<file path="config.mk">
export PLATFORM = sky130hd
export DESIGN_NAME = inst_fetch_queue
export DESIGN_NICKNAME = d
export VERILOG_FILES = /design/src/rtl/inst_fetch_queue.sv
export SDC_FILE = /design/constraint.sdc
export NUM_CORES = 1
export LEC_CHECK = 0
export BUFFER_PORTS_ARGS = -buffer_cell sky130_fd_sc_hd__buf_2
export CAP_MARGIN = 20
export CORE_MARGIN = 2
export CORE_UTILIZATION = 64
export CTS_BUF_LIST = sky130_fd_sc_hd__clkbuf_2
export DETAILED_ROUTE_END_ITERATION = 6
export PLACE_DENSITY = 0.88
export SYNTH_ARGS = -nofsm -noshare
export SYNTH_HDL_FRONTEND = slang
export SYNTH_SLANG_ARGS = --single-unit
</file>
<file path="constraint.sdc">
create_clock -name clk -period 9.1 [get_ports clk]
set_input_delay 1.82 -clock clk [delete_from_list [all_inputs] [get_ports clk]]
set_output_delay 1.82 -clock clk [all_outputs]
set_load 0.02 [all_outputs]
</file>
<file path="src/rtl/inst_fetch_queue.sv">
// Decoupled instruction-fetch queue: owns the fetch PC, buffers {pc, inst} pairs and
// hands them to decode over valid/ready. Optional zero-latency bypass: FETCH_QUEUE_BYPASS_EN.
module inst_fetch_queue #(
   parameter int unsigned DEPTH    = 4,
   parameter logic [31:0] RESET_PC = 32'h0000_0000
) (
   input  logic                     clk,
   input  logic                     rst,
   output logic [31:0]              inst_adr,
   input  logic [31:0]              inst,
   input  logic                     fetch_en,
   input  logic                     redirect,
   input  logic [31:0]              redirect_pc,
   output logic                     out_valid,
   output logic [31:0]              out_inst,
   output logic [31:0]              out_pc,
   input  logic                     out_ready,
   output logic [$clog2(DEPTH):0]   count,
   output logic                     state_dbg
);

   localparam int PW = $clog2(DEPTH);
   localparam int CW = PW + 1;

   typedef enum logic {FETCH = 1'b0, HOLD = 1'b1} state_t;

   // Handshake: an entry transfers on a rising edge where out_valid and out_ready are
   // both high and redirect is low; out_valid never depends on out_ready.
   state_t          state;
   logic [31:0]     fetch_pc;
   logic [PW-1:0]   wr_ptr;
   logic [PW-1:0]   rd_ptr;
   logic [31:0]     mem_inst [DEPTH];
   logic [31:0]     mem_pc   [DEPTH];

   logic has_entry;
   logic can_fetch;
   logic bypass_vis;
   logic bypass_take;
   logic fifo_pop;
   logic fifo_push;

   assign inst_adr  = fetch_pc;
   assign state_dbg = state;
   assign has_entry = (count != '0);
   assign can_fetch = (state == FETCH) & fetch_en & ~redirect;

`ifdef FETCH_QUEUE_BYPASS_EN
   // Empty queue: present the memory word directly so decode sees it this cycle.
   assign bypass_vis = ~has_entry & can_fetch & ~rst;
`else
   assign bypass_vis = 1'b0;
`endif

   assign bypass_take = bypass_vis & out_ready;
   assign fifo_pop    = has_entry & out_ready & ~redirect;
   assign fifo_push   = can_fetch & ((count < CW'(DEPTH)) | fifo_pop) & ~bypass_take;

   always_comb begin
      out_valid = has_entry;
      out_inst  = 32'h0;
      out_pc    = 32'h0;
      if (has_entry) begin
         out_inst = mem_inst[rd_ptr];
         out_pc   = mem_pc[rd_ptr];
      end else if (bypass_vis) begin
         out_valid = 1'b1;
         out_inst  = inst;
         out_pc    = fetch_pc;
      end
   end

   always_ff @(posedge clk) begin
      if (rst) begin
         state    <= FETCH;
         fetch_pc <= RESET_PC;
         wr_ptr   <= '0;
         rd_ptr   <= '0;
         count    <= '0;
      end else if (redirect) begin
         // State is kept: a redirect only flushes and retargets the fetch stream.
         fetch_pc <= {redirect_pc[31:2], 2'b00};
         wr_ptr   <= '0;
         rd_ptr   <= '0;
         count    <= '0;
      end else begin
         state <= fetch_en ? FETCH : HOLD;
         if (fifo_push | bypass_take) fetch_pc <= fetch_pc + 32'd4;
         if (fifo_push) wr_ptr <= wr_ptr + 1'b1;
         if (fifo_pop)  rd_ptr <= rd_ptr + 1'b1;
         if (fifo_push & ~fifo_pop)      count <= count + 1'b1;
         else if (fifo_pop & ~fifo_push) count <= count - 1'b1;
      end
   end

   // Storage needs no reset: it is only read while count is non-zero.
   always_ff @(posedge clk) begin
      if (fifo_push & ~rst) begin
         mem_inst[wr_ptr] <= inst;
         mem_pc[wr_ptr]   <= fetch_pc;
      end
   end

endmodule
</file>
---- Yosys cells after proc, flatten, opt, wreduce, memory -nomap -nowiden ----
Memory sizes are Yosys's and may differ from the RTL's. A register that Yosys moved wholly into a read port is not among the register bits.
Cells that the tools add are included.
word-level totals
  flip-flop bits (word level) ............. 40
  memories ................................ 2
  bits in latches ......................... 0
  output and inout bits ................... 101
  memory bits (read-only) ................. 0
  RAM bits ................................ 256
  input port bits ......................... 69
  word-level logic and storage cells ...... 46
memory list
  memory    depth  width  rd ports  clocked after Yosys merged registers in  wr ports  RTL line  text
  mem_inst  4      32     1         1                                        1         33        logic [31:0] mem_inst [DEPTH];
  mem_pc    4      32     1         1                                        1         34        logic [31:0] mem_pc [DEPTH];
operators by class
  divide/modulo/power cells ............... 0
  multiplexer cells ....................... 14
  reduce and logical (&&, ||, !) cells .... 4
  shift-type cells ........................ 0
  add/sub/neg operators ................... 5
  equality and inequality tests ........... 0
  $lt $le $gt $ge ......................... 1
  $mul .................................... 0
  bitwise operators ....................... 14
operators by type and width
  kind                                               number
  2-to-1 mux 32 bit                                  4
  adder 32 x 3 -> 32 bit (second input constant)     1
  bitwise AND 1 bit                                  8
  2-to-1 mux 2 bit                                   4
  2-to-1 mux 3 bit                                   2
  NOT 1 bit                                          5
  adder 2 x 1 -> 2 bit (second input constant)       2
  2-to-1 mux 1 bit                                   4
  nonzero test 2 bit                                 2
  adder 3 x 1 -> 3 bit (second input constant)       1
  < comparator 3 bit (second input constant)         1
  nonzero test 3 bit                                 1
  subtractor 3 x 1 -> 3 bit (second input constant)  1
  OR reduction 2 bit                                 1
  OR 1 bit                                           1

---- Depth between registers and ports, before layout ----
  depth in word-level cells ............... 9
  depth in mapped cells ................... 10
  gate-level depth less buffers ........... 9

---- Worst setup path before layout ----
OpenSTA, ideal clock, no wires.
  kind .................................... input -> register
  start ................................... input fetch_en
  end ..................................... memory mem_inst[0][0], enable pin
  buffers on the path ..................... 1
  path slack .............................. 4.649 ns
  library setup time ...................... 0.427 ns
  cell stages on the path ................. 5
  required time ........................... 8.673 ns
  data arrival time ....................... 4.025 ns
  cell sequence ........................... nor2b_1 > nand2_1 > clkbuf_1 > nor2_1 > and2_1
between the ends
  longest elaborated chain between the ends .. 6
ends and longest elaborated chain
  item                                    RTL line  text
  from (decl)                             11        input logic fetch_en,
  bitwise AND 1 bit (2 in a row)          46        assign can_fetch = (state == FETCH) & fetch_en & ~redirect;
  bitwise AND 1 bit                       57        assign fifo_push = can_fetch & ((count < CW'(DEPTH)) | fifo_pop) & ~bypass_take;
  bitwise AND 1 bit                       98        if (fifo_push & ~rst) begin
  2-to-1 mux 1 bit                        98
  2-to-1 mux 1 bit (implied by the code)  99        mem_inst[wr_ptr] <= inst;
  to (decl)                               33
No other way between the ends.

==> flow_summary.toml <==
[yosys]
synth_flop_cell = "edfxtp_1"
synth-compound-area-share_pct = 2.33
netlist_area_um2 = 11600
synthMuxAreaShare_pct = 12.2
ys_seq_elements = 288
ys_types = 42
synth_largest_area_cell = "edfxtp_1"
synthTopCellsByArea = "edfxtp_1 (64%), mux4_2 (12%), dfxtp_1 (6.9%)"
yosys.area_share.simple_pct = 9.27
synth_xor_xnor_area_share_pct = 2.27
ys_async_sr_fraction_pct = 0
netlist_instances = 669
syn_avg_cell_area_um2 = 17.3
synth_edf_count = 248
synthTopCellsByCount = "edfxtp_1 (248), and2_1 (73), mux4_2 (62), dfxtp_1 (40)"
ys_warn_count = 0
synth_seq_area_share_pct = 71.3
synth_top_area_share_pct = 64.4
synth_fa_ha_area_share_pct = 0.822
synth_top_family_by_area = "multiplexers"
synth.most_common_cell = "edfxtp_1"

[cts]
cts_max_level = 3
clk_pin_slew_ps = 100
cts_buffer_depth = 3
cts-root-buf = "clkbuf_2"
cts_tree = "yes"
clock_sinks = 288
ctsHoldBuffers = 0
cts_resized = 0
cts_setup_buffers = 0
numCtsBuffers = 69
clk_latency_ps = 770

[global_route]
grt_max_degree = 65
grt_overflow = 0
groute.usage.overall_pct = 25.0
grt_pass1_wl_um = 37200
antenna_found_initial = 0
grt_pass1_vias = 7323

[final_layout]
drive_above_1_share_pct = 38.4
insertedDiodeCount = 0
area_growth_pct = 14.1
nets = 945
fillers = 1103

[drt]
wire_per_inst_um = 20.0
ant_nets = 0
drt-total-wl_um = 23200
vias = 6816
via_per_inst = 5.90
post-route-drc-count = 0
first_pass_iters = 5
drt-initial-drc-count = 472

[timing]
hold_viol = 0
period_minus_slack_ps = 4980
setup_ws_ps = 4120
setup_tns_ps = 0
setup_viol = 0
slew_violations = 0
fin_crit_sh_pct = 54.7
max_freq_mhz = 201
rsz0062_at_grt = "false"
skew_ps = 40.3
max_slew.worst_pin.slew_ps = 996
relSlewSlack_pct = 33.6

[setup_path]
setup.worst_path.class = "reg -> out"
critical_path_arrival_ps = 3160
cp-end-kind = "output port"
crit_path_max_fanout = 36
start_kind = "flop"
required_ps = 7280

[die]
start_util_pct = 64.9
io_pins = 170
rows = 49
core-area_um2 = 17800
die_y_um = 138
die_w_um = 138
dieArea_um2 = 19200

[power]
power_density_nw_per_um2 = 188
peakVddDrop_v = 0.000105
leakage_nw = 4.79

[outcome]
status = "finished clean"

[place]
port-buffer-count = 163
gp_routability_congestion = 0.886
place_hpwl_um = 13700
dp_slack_ps = 4240

[worst_hold_path]
worstHoldPathType = "reg -> reg"

[flow_run]
maxCapViolCount = 0
stage by stage:
step	instances	power, W	util (%)	hold WS [ps]	area (um^2)
global placement	1026	0.00168	70.3	474	12500
CTS	1154	0.00250	73.9	520	13200
detailed placement	1026	0.00169	70.3	505	12500
floorplan	672	0.00162	-	469	11600
finish	1155	0.00248	74.0	529	13200
global route	1155	0.00259	74.0	570	13200
sequential cells by signal, summed over array words and instances, names as in the netlist, named ones only:
| name | flops |
|---|---|
| mem_inst | 128 |
| mem_pc | 120 |
| inst_adr | 30 |
| count | 3 |
| rd_ptr | 2 |
| wr_ptr | 2 |
| state_dbg | 1 |
critical path, cell delays in order, from the launching register on:
cell and delay [ps]:
dfxtp_4 710, buf_4 680, mux4_2 590, and2_1 190, buf_2 160
cells by family after synthesis:
family,Yosys count
fa+ha+maj,7
simple gates,191
mux,64
xor+xnor,30
flops,288
compound gates,41
buf+inv,47
other cells,1
placed cells by master, fill, tap and decap left out, types with 5 or more instances in the layout:
cell / n
ha_1: 6
clkbuf_2: 109
buf_2: 163
and2_1: 69
xor2_1: 5
nor3_1: 6
nor2_1: 27
xnor2_1: 25
nand3_1: 11
clkinv_1: 15
nor4_1: 14
nand2_1: 27
a21oi_1: 11
a211oi_1: 13
inv_1: 7
o22ai_1: 5
and3_1: 7
edfxtp_1: 248
dfxtp_1: 38
mux4_2: 62
nand4_1: 10
cell type report:
type / instances / area (um^2) / area share (%)
multi-input combinational: 337 / 3140 / 23.8
inverter: 8 / 30.0 / 0.227
clock inverter: 19 / 97.6 / 0.739
clock buffer: 109 / 546 / 4.13
sequential: 288 / 8260 / 62.5
timing repair buffer: 165 / 843 / 6.39
tap: 229 / 287 / 2.17
layer usage:
metal / vias to the layer above / global-route usage, % / wire, um
li1: 3049 / - / -
met3: 46 / 6.20 / 2030
met5: - / 0 / 0
met1: 3378 / 31.7 / 8960
met2: 343 / 41.9 / 11600
met4: 0 / 10.1 / 556
power breakdown:
group          switching (W)  internal, W  total [W]
clock               0.000478     0.000344   0.000822
sequential         0.0000273      0.00145    0.00148
combinational       0.000112    0.0000689   0.000181
final timing paths:
path	end	cells after the start	slack (ps)	start
max	out_pc[31]	4	4120	flop
min	state_dbg	2	530	state_dbg
max reg2reg	mem_inst[3][11]	4	5790	state_dbg
min reg2reg	state_dbg	2	530	state_dbg
Power figures use the tool's default switching activity.
